## src/rtl/glitch_pkg.sv

```systemverilog
// Shared state encoding, trigger mode constants and sizing helper for the glitch sequencer.
package glitch_pkg;

    localparam logic [2:0] ST_IDLE  = 3'd0;
    localparam logic [2:0] ST_TRST  = 3'd1;
    localparam logic [2:0] ST_ARMED = 3'd2;
    localparam logic [2:0] ST_DELAY = 3'd3;
    localparam logic [2:0] ST_PULSE = 3'd4;
    localparam logic [2:0] ST_SPACE = 3'd5;

    typedef enum logic [2:0] {
        S_IDLE  = ST_IDLE,
        S_TRST  = ST_TRST,
        S_ARMED = ST_ARMED,
        S_DELAY = ST_DELAY,
        S_PULSE = ST_PULSE,
        S_SPACE = ST_SPACE
    } state_t;

    localparam logic [1:0] TRIG_RISE  = 2'b00;
    localparam logic [1:0] TRIG_FALL  = 2'b01;
    localparam logic [1:0] TRIG_LEVEL = 2'b10;
    localparam logic [1:0] TRIG_IMM   = 2'b11;

    function automatic int max4(input int a, input int b, input int c, input int d);
        int m;
        m = a;
        if (b > m) m = b;
        if (c > m) m = c;
        if (d > m) m = d;
        return m;
    endfunction

endpackage

```

## src/rtl/trigger_sync.sv

```systemverilog
// Trigger synchroniser: metastability flop chain plus one history flop for edge detection.
module trigger_sync #(
    parameter int SYNC_STAGES = 2
) (
    input  logic clk,
    input  logic rst,
    input  logic trigger_i,
    output logic trig_s,
    output logic rise,
    output logic fall
);

    logic [SYNC_STAGES-1:0] sync_q;
    logic                   prev_q;

    always_ff @(posedge clk) begin
        if (rst) begin
            sync_q <= '0;
            prev_q <= 1'b0;
        end else begin
            sync_q <= {sync_q[SYNC_STAGES-2:0], trigger_i};
            prev_q <= sync_q[SYNC_STAGES-1];
        end
    end

    assign trig_s = sync_q[SYNC_STAGES-1];
    assign rise   = trig_s & ~prev_q;
    assign fall   = ~trig_s & prev_q;

endmodule

```

## src/rtl/glitch_sequencer.sv

```systemverilog
// Glitch pulse sequencer: optional target reset, qualified trigger wait with timeout,
// then a delayed train of glitch pulses. All outputs come straight from flops.
module glitch_sequencer
    import glitch_pkg::*;
#(
    parameter int DELAY_W     = 16,
    parameter int WIDTH_W     = 8,
    parameter int COUNT_W     = 8,
    parameter int SPACING_W   = 16,
    parameter int RESET_W     = 16,
    parameter int TIMEOUT_W   = 24,
    parameter int SYNC_STAGES = 2
) (
    input  logic                 clk,
    input  logic                 rst,
    input  logic                 arm_i,
    input  logic                 abort_i,
    input  logic [1:0]           trig_mode_i,
    input  logic                 trigger_i,
    input  logic [RESET_W-1:0]   reset_len_i,
    input  logic [DELAY_W-1:0]   delay_i,
    input  logic [WIDTH_W-1:0]   width_i,
    input  logic [COUNT_W-1:0]   num_pulses_i,
    input  logic [SPACING_W-1:0] spacing_i,
    input  logic [TIMEOUT_W-1:0] timeout_i,
    output logic                 pulse_o,
    output logic                 target_reset_o,
    output logic                 busy_o,
    output logic                 armed_o,
    output logic                 done_o,
    output logic                 timeout_o,
    output logic [COUNT_W-1:0]   pulse_count_o
);

    localparam int CNT_W = max4(DELAY_W, WIDTH_W, SPACING_W, RESET_W);

    state_t               state;
    logic [CNT_W-1:0]     cnt;
    logic [TIMEOUT_W-1:0] tmo_cnt;

    // reset_len is consumed in the arm cycle itself, so it needs no shadow copy.
    logic [1:0]           trig_mode_q;
    logic [DELAY_W-1:0]   delay_q;
    logic [WIDTH_W-1:0]   width_q;
    logic [COUNT_W-1:0]   num_pulses_q;
    logic [SPACING_W-1:0] spacing_q;
    logic [TIMEOUT_W-1:0] timeout_q;

    logic                 trig_s;
    logic                 trig_rise;
    logic                 trig_fall;
    logic                 trig_event;
    logic [WIDTH_W-1:0]   width_eff;
    logic [SPACING_W-1:0] spacing_eff;
    logic [COUNT_W-1:0]   num_eff;
    logic                 last_pulse;
    logic                 tmo_expired;

    trigger_sync #(
        .SYNC_STAGES (SYNC_STAGES)
    ) u_trigger_sync (
        .clk       (clk),
        .rst       (rst),
        .trigger_i (trigger_i),
        .trig_s    (trig_s),
        .rise      (trig_rise),
        .fall      (trig_fall)
    );

    assign width_eff   = (width_q == '0)      ? WIDTH_W'(1)   : width_q;
    assign spacing_eff = (spacing_q == '0)    ? SPACING_W'(1) : spacing_q;
    assign num_eff     = (num_pulses_q == '0) ? COUNT_W'(1)   : num_pulses_q;
    assign last_pulse  = (pulse_count_o + COUNT_W'(1)) == num_eff;
    assign tmo_expired = (timeout_q != '0) && (tmo_cnt == timeout_q - TIMEOUT_W'(1));

    always_comb begin
        trig_event = 1'b0;
        case (trig_mode_q)
            TRIG_RISE:  trig_event = trig_rise;
            TRIG_FALL:  trig_event = trig_fall;
            TRIG_LEVEL: trig_event = trig_s;
            default:    trig_event = 1'b1;
        endcase
    end

    always_ff @(posedge clk) begin
        if (rst) begin
            state          <= S_IDLE;
            cnt            <= '0;
            tmo_cnt        <= '0;
            trig_mode_q    <= '0;
            delay_q        <= '0;
            width_q        <= '0;
            num_pulses_q   <= '0;
            spacing_q      <= '0;
            timeout_q      <= '0;
            pulse_o        <= 1'b0;
            target_reset_o <= 1'b0;
            busy_o         <= 1'b0;
            armed_o        <= 1'b0;
            done_o         <= 1'b0;
            timeout_o      <= 1'b0;
            pulse_count_o  <= '0;
        end else begin
            done_o    <= 1'b0;
            timeout_o <= 1'b0;
            if (abort_i) begin
                state          <= S_IDLE;
                pulse_o        <= 1'b0;
                target_reset_o <= 1'b0;
                busy_o         <= 1'b0;
                armed_o        <= 1'b0;
            end else begin
                unique case (state)
                    S_IDLE: begin
                        if (arm_i) begin
                            trig_mode_q   <= trig_mode_i;
                            delay_q       <= delay_i;
                            width_q       <= width_i;
                            num_pulses_q  <= num_pulses_i;
                            spacing_q     <= spacing_i;
                            timeout_q     <= timeout_i;
                            pulse_count_o <= '0;
                            busy_o        <= 1'b1;
                            if (reset_len_i != '0) begin
                                state          <= S_TRST;
                                target_reset_o <= 1'b1;
                                cnt            <= CNT_W'(reset_len_i) - CNT_W'(1);
                            end else begin
                                state   <= S_ARMED;
                                armed_o <= 1'b1;
                                tmo_cnt <= '0;
                            end
                        end
                    end
                    S_TRST: begin
                        if (cnt == '0) begin
                            state          <= S_ARMED;
                            target_reset_o <= 1'b0;
                            armed_o        <= 1'b1;
                            tmo_cnt        <= '0;
                        end else begin
                            cnt <= cnt - CNT_W'(1);
                        end
                    end
                    S_ARMED: begin
                        // An event in the expiry cycle still wins over the timeout.
                        if (trig_event) begin
                            armed_o <= 1'b0;
                            if (delay_q == '0) begin
                                state   <= S_PULSE;
                                pulse_o <= 1'b1;
                                cnt     <= CNT_W'(width_eff) - CNT_W'(1);
                            end else begin
                                state <= S_DELAY;
                                cnt   <= CNT_W'(delay_q) - CNT_W'(1);
                            end
                        end else if (tmo_expired) begin
                            state     <= S_IDLE;
                            armed_o   <= 1'b0;
                            busy_o    <= 1'b0;
                            timeout_o <= 1'b1;
                        end else if (tmo_cnt != '1) begin
                            tmo_cnt <= tmo_cnt + TIMEOUT_W'(1);
                        end
                    end
                    S_DELAY: begin
                        if (cnt == '0) begin
                            state   <= S_PULSE;
                            pulse_o <= 1'b1;
                            cnt     <= CNT_W'(width_eff) - CNT_W'(1);
                        end else begin
                            cnt <= cnt - CNT_W'(1);
                        end
                    end
                    S_PULSE: begin
                        if (cnt == '0) begin
                            pulse_o       <= 1'b0;
                            pulse_count_o <= pulse_count_o + COUNT_W'(1);
                            if (last_pulse) begin
                                state  <= S_IDLE;
                                busy_o <= 1'b0;
                                done_o <= 1'b1;
                            end else begin
                                state <= S_SPACE;
                                cnt   <= CNT_W'(spacing_eff) - CNT_W'(1);
                            end
                        end else begin
                            cnt <= cnt - CNT_W'(1);
                        end
                    end
                    S_SPACE: begin
                        if (cnt == '0) begin
                            state   <= S_PULSE;
                            pulse_o <= 1'b1;
                            cnt     <= CNT_W'(width_eff) - CNT_W'(1);
                        end else begin
                            cnt <= cnt - CNT_W'(1);
                        end
                    end
                    default: begin
                        state          <= S_IDLE;
                        pulse_o        <= 1'b0;
                        target_reset_o <= 1'b0;
                        busy_o         <= 1'b0;
                        armed_o        <= 1'b0;
                    end
                endcase
            end
        end
    end

endmodule
```

## config.mk

```make
export PLATFORM = sky130hd
export DESIGN_NAME = glitch_sequencer
export DESIGN_NICKNAME = d
export VERILOG_FILES = /design/src/rtl/glitch_pkg.sv /design/src/rtl/trigger_sync.sv /design/src/rtl/glitch_sequencer.sv
export SDC_FILE = /design/constraint.sdc
export NUM_CORES = 1
export LEC_CHECK = 0
export CORE_MARGIN = 1.5
export CORE_UTILIZATION = 25
export CTS_CLUSTER_SIZE = 12
export DETAILED_ROUTE_END_ITERATION = 7
export SETUP_SLACK_MARGIN = 0.4
export SYNTH_ARGS = -nofsm -noshare
export SYNTH_HDL_FRONTEND = slang
export SYNTH_HIERARCHICAL = 1
export SYNTH_SLANG_ARGS = --single-unit
export TNS_END_PERCENT = 100
```

## constraint.sdc

```tcl
create_clock -name clk -period 4.2 [get_ports clk]
set_input_delay 1.26 -clock clk [delete_from_list [all_inputs] [get_ports clk]]
set_output_delay 1.26 -clock clk [all_outputs]
set_load 0.01 [all_outputs]
```

Word level (Yosys, flattened, before mapping)
Cells that the tools add are included.

Bits of input ports: 95. Output and inout bits: 14. Word-level logic and storage cells: 147. Flip-flop bits (word level): 134.

Reductions and logical operators: 30. Mux-type cells: 53. Add/subtract/negate cells: 8. Bitwise logic cells: 12. Equality and inequality tests: 26.

Operators by type and width (count): $mux W16 (9); $mux W24 (6); $pmux W16 S5 (1); $pmux W24 S3 (1); $sub A16 B1 Y16 const B (4); $logic_not A16 Y1 (3); $mux W8 (4); $ne A2 B2 Y1 const B (13); $add A24 B1 Y24 const B (1); $eq A24 B24 Y1 (1); $mux W3 (8); $ne A24 B24 Y1 const B (1); $reduce_bool A24 Y1 (1); $sub A24 B1 Y24 const B (1); $logic_not A8 Y1 (2); $mux W1 (16); $pmux W8 S2 (1); $reduce_bool A16 Y1 (1); $pmux W3 S5 (1); $reduce_and A5 Y1 (3); $pmux W1 S4 (3); $reduce_or A4 Y1 (3); $not A1 Y1 (10); $sub A8 B1 Y9 const B (1); 25 further kinds (34).

Depth between registers and ports, before layout
Depth in word-level cells: 6. Depth in mapped cells: 14. Mapped depth without buffers: 13.

Cells and area by module
The synthesis kept the hierarchy.

By module, submodules not included: glitch_sequencer (instances 1, area an instance 8319.2 um^2, seq. area each 2622.5 um^2, cells each 1138); trigger_sync (instances 1, area an instance 91.3 um^2, seq. area each 60.1 um^2, cells each 8).

Least setup slack after synthesis
No wires, ideal clock.

Path kind: input to register. Start point: in reset_len_i[5]. End point: reg tmo_cnt[23]. Setup time: 0.070 ns. Slack: 0.457 ns. Arrival: 3.673 ns. Path buffers: 0. Cell stages on the path: 8. Required time: 4.130 ns. Cell sequence: nor4_2 nand4_1 or3_1 o21ai_1 o211ai_1 or4b_2 or3_1 a21oi_1.

Longest elaborated chain between the ends: 3.

Ends and longest elaborated chain: start, declared (line glitch_sequencer.sv:20) `input logic [RESET_W-1:0] reset_len_i,`; $reduce_bool A16 Y1 (line glitch_sequencer.sv:125) `if (reset_len_i != '0) begin`; $ne A2 B2 Y1 (no source line); $reduce_and A8 Y1 (no source line); end signal, assigned (line glitch_sequencer.sv:164) `tmo_cnt <= tmo_cnt + TIMEOUT_W'(1);`; end, declared (line glitch_sequencer.sv:39) `logic [TIMEOUT_W-1:0] tmo_cnt;`.

Every way passes these cells. A chain may end at the register's enable or synchronous reset.

Final worst setup path
Start point: reg timeout_q[0]. End point: reg state[0].

Longest elaborated chain between the ends: 5. Elaborated cells on any way between the ends: 6. Those cells by class: add/sub: 1; eq/ne: 2; reduce/logical: 3.

Ends and longest elaborated chain: start, declared (line glitch_sequencer.sv:47) `logic [TIMEOUT_W-1:0] timeout_q;`; start signal, assigned (line glitch_sequencer.sv:122) `timeout_q <= timeout_i;`; $sub A24 B1 Y24 (line glitch_sequencer.sv:74) `assign tmo_expired = (timeout_q != '0) && (tmo_cnt == timeout_q - TIMEOUT_W'(1));`; $eq A24 B24 Y1 (line glitch_sequencer.sv:74); $logic_and A1 B1 Y1 * (line glitch_sequencer.sv:74); $ne A3 B3 Y1 (no source line) *; $reduce_and A5 Y1 (no source line) *; end signal, assigned (line glitch_sequencer.sv:88) `state <= S_IDLE;`; end signal, assigned (line glitch_sequencer.sv:108) `state <= S_IDLE;`; end signal, assigned (line glitch_sequencer.sv:126) `state <= S_TRST;`; end, declared (line glitch_sequencer.sv:37) `state_t state;`.

Every way passes the cells marked *; elsewhere a longest branch is shown, timed or not.

==> impl_metrics.ini <==
[synth]
synth_compound_area_share_pct = 21.1
yosysWarnings = 6
syn_nets = 1250
synth_top_family_by_area = simple AND/OR/NAND/NOR gates
synthAdderAreaFrac_pct = 1.34
syn_area_sq_um = 8410
yosys.area.top_type = dfxtp_1
yosysTopAreaCellShare_pct = 31.9
avgSynthCellArea_sq_um = 7.34
synthFlopType = dfxtp_1
synth_mux_area_share_pct = 1.28
async_flop_share_pct = 0
synth-simple-area-share_pct = 30.6
yosysUniqueCellTypes = 74
synth_edf_count = 0
synth_cells = 1146
synthTopCellsByArea = dfxtp_1 (32%), nand2_1 (9.7%), a21oi_1 (7.4%)
ys_seq_area_share_pct = 31.9
synthXorXnorAreaFrac_pct = 9.79
synth-seq-cells = 134

[global_routing]
grt_pass1_vias = 8064
gr-usage-met1_pct = 21.0
track_usage_pct = 15.2
busiest_layer = met2
overflow = 0
antenna_found_initial = 0
grt_pass1_wl_mm = 43.0
gr-usage-met3_pct = 2.90
grt_max_degree = 75
grt_use_met2_pct = 23.9

[cells_and_area]
fin_cells = 1699
num-nets-final = 1348
seqCellArea_sq_um = 2680
syn2layout_area_growth_pct = 26.9
fill_cells = 3610
layout-drive-gt1-share_pct = 7.24
finish.instance_area_sq_um = 10700
multiInputGateArea_sq_um = 5430
utilization_pct = 32.5
diodes = 0
final_common_cell = nand2_1
final_cell_mix = nand2_1 (218), dfxtp_1 (134), a21oi_1 (124)

[sta]
finalSetupViolCount = 0
drv_slew = 0
relSlewSlack_pct = 31.4
hold_violations = 0
fin_skew_ps = 17.6
rsz0062_at_grt = no
worstMarginPinSlew_ps = 1030
fmax_mhz = 275
period_share_pct = 86.6
fin_ws_ps = 564
period_needed_ps = 3640

[cts]
cts-root-buf = clkbuf_16
clkSlewWorstSetupHoldPaths_ps = 70
clkSinkCount = 134
cts_tree = yes
cts_hold_buf = 0
clock_path_buffers = 2
clk_latency_ps = 440
numCtsBuffers = 17
htreeDepth = 4

[setup_path]
cp-end-kind = register
critPathMaxFanout = 6
worstPathArrival_ps = 3990
startpoint_type = register
required_ps = 4550
crit_type = register to register

[routing]
drtIter0Drc = 623
drc = 0
wl_per_cell_um = 15.8
vias = 8624
ant_nets = 0
routed_wl_mm = 26.9
viasPerCell = 5.08
first_pass_iters = 5

[placement]
place_area_sq_um = 10000
gp_congestion = 0.911
preCtsSetupSlack_ps = -70.9
dp_hpwl_mm = 20.3
io_buffer_count = 108
place_inst = 1667

[floorplan]
fp.dieW_um = 186
ios = 109
initial_utilization_pct = 25.6
die_area_sq_um = 34800
core_area_sq_um = 32900
die_y_um = 186
rows = 66

[power_and_ir_drop]
leakage_uw = 0.00378
ir_drop_mv = 0.333
power.density_nw_per_um2 = 358

[outcome]
status = completed

[worst_hold_path]
min_path_type = register to register

[job]
maxCapViolCount = 0
[cell type report]
cell class	count	share of cell area [%]
repair buffers	140	12.4
clock buffers	17	3.99
flip-flops and latches	134	25.1
well taps	442	5.18
inverters	22	0.774
clock inverters	15	1.66
multi-input cells	929	50.8
[timing repair]
action,CTS,global route
resized for setup,2,5
pin swaps,0,3
setup buffers,0,0
endpoints found under the setup margin,1,2
[path summary, 6_finish.rpt]
| check | slack (ps) | startpoint | cells after the start | to |
|---|---|---|---|---|
| max reg2reg | 560 | timeout_q[0]$_SDFFE_PP0P_ | 11 | state[0]$_SDFFE_PP0P_ |
| min reg2reg | 460 | u_trigger_sync/sync_q[0]$_SDFF_PP0_ | 1 | u_trigger_sync/sync_q[1]$_SDFF_PP0_ |
| max | 560 | timeout_q[0]$_SDFFE_PP0P_ | 11 | state[0]$_SDFFE_PP0P_ |
| min | 460 | u_trigger_sync/sync_q[0]$_SDFF_PP0_ | 1 | u_trigger_sync/sync_q[1]$_SDFF_PP0_ |
[metrics by stage]
stage	hold WS [ps]	setup TNS, ps	total power, uW
global placement	465	-33.3	2270
floorplan	414	0	1980
finish	458	0	3820
global route	502	0	4000
detailed placement	467	-70.9	2280
CTS	476	0	3830
[kinds of logic (layout without fill, tap and decap cells)]
kind of cell,count (synthesis),count (layout)
AOI/OAI and AO/OA,287,287
muxes,10,10
xor gates and xnor gates,94,94
and+or+nand+nor,529,529
adders and majority gates,9,9
DFF,134,134
buffers and inverters,83,194
[power breakdown]
group / internal [uW] / switching, uW
Clock: 854 / 702
Sequential: 1320 / 74.1
Combinational: 385 / 480
[cell usage after synthesis, types with 4 or more instances]
cell type	number
a22oi_1	6
a21o_1	7
or2_2	6
or3_1	24
nand4_1	25
and2_1	6
o22ai_1	22
a211oi_1	9
nor3_1	47
nand2_1	218
clkbuf_1	50
or4_1	24
nor2b_1	13
dfxtp_1	134
xnor2_1	52
xor2_1	42
o21ai_0	43
o211ai_1	9
a21boi_0	4
a21oi_1	124
mux2i_1	7
nor3b_1	4
nor4_1	21
buf_2	4
ha_1	9
nand2b_1	9
o31ai_1	20
nor2_1	75
o2111ai_1	4
inv_1	22
and3_1	13
nand3_1	25
[state kept, by name (all words and copies together) (netlist names), 2 cells and up]
register               flops
cnt                       16
delay_q                   16
num_pulses_q               8
pulse_count_o              8
spacing_q                 16
state                      3
timeout_q                 24
tmo_cnt                   24
trig_mode_q                2
u_trigger_sync/sync_q      2
width_q                    8
[worst max-delay path, cell delays in order, from the launching register on]
cell	delay, ps
dfxtp_1	350
inv_1	70
ha_1	270
or4b_1	520
nor4_1	350
buf_4	200
mux2i_1	310
nand4_1	130
a311o_2	380
or4_4	550
a21bo_1	230
a211oi_2	200
[layer usage]
metal  routed length, um  vias up
li1                    -     4334
met1               13100     4026
met2               12100      231
met3                1250       33
met4                 537        0
met5                   0        -
(Power assumes the default switching activity.)
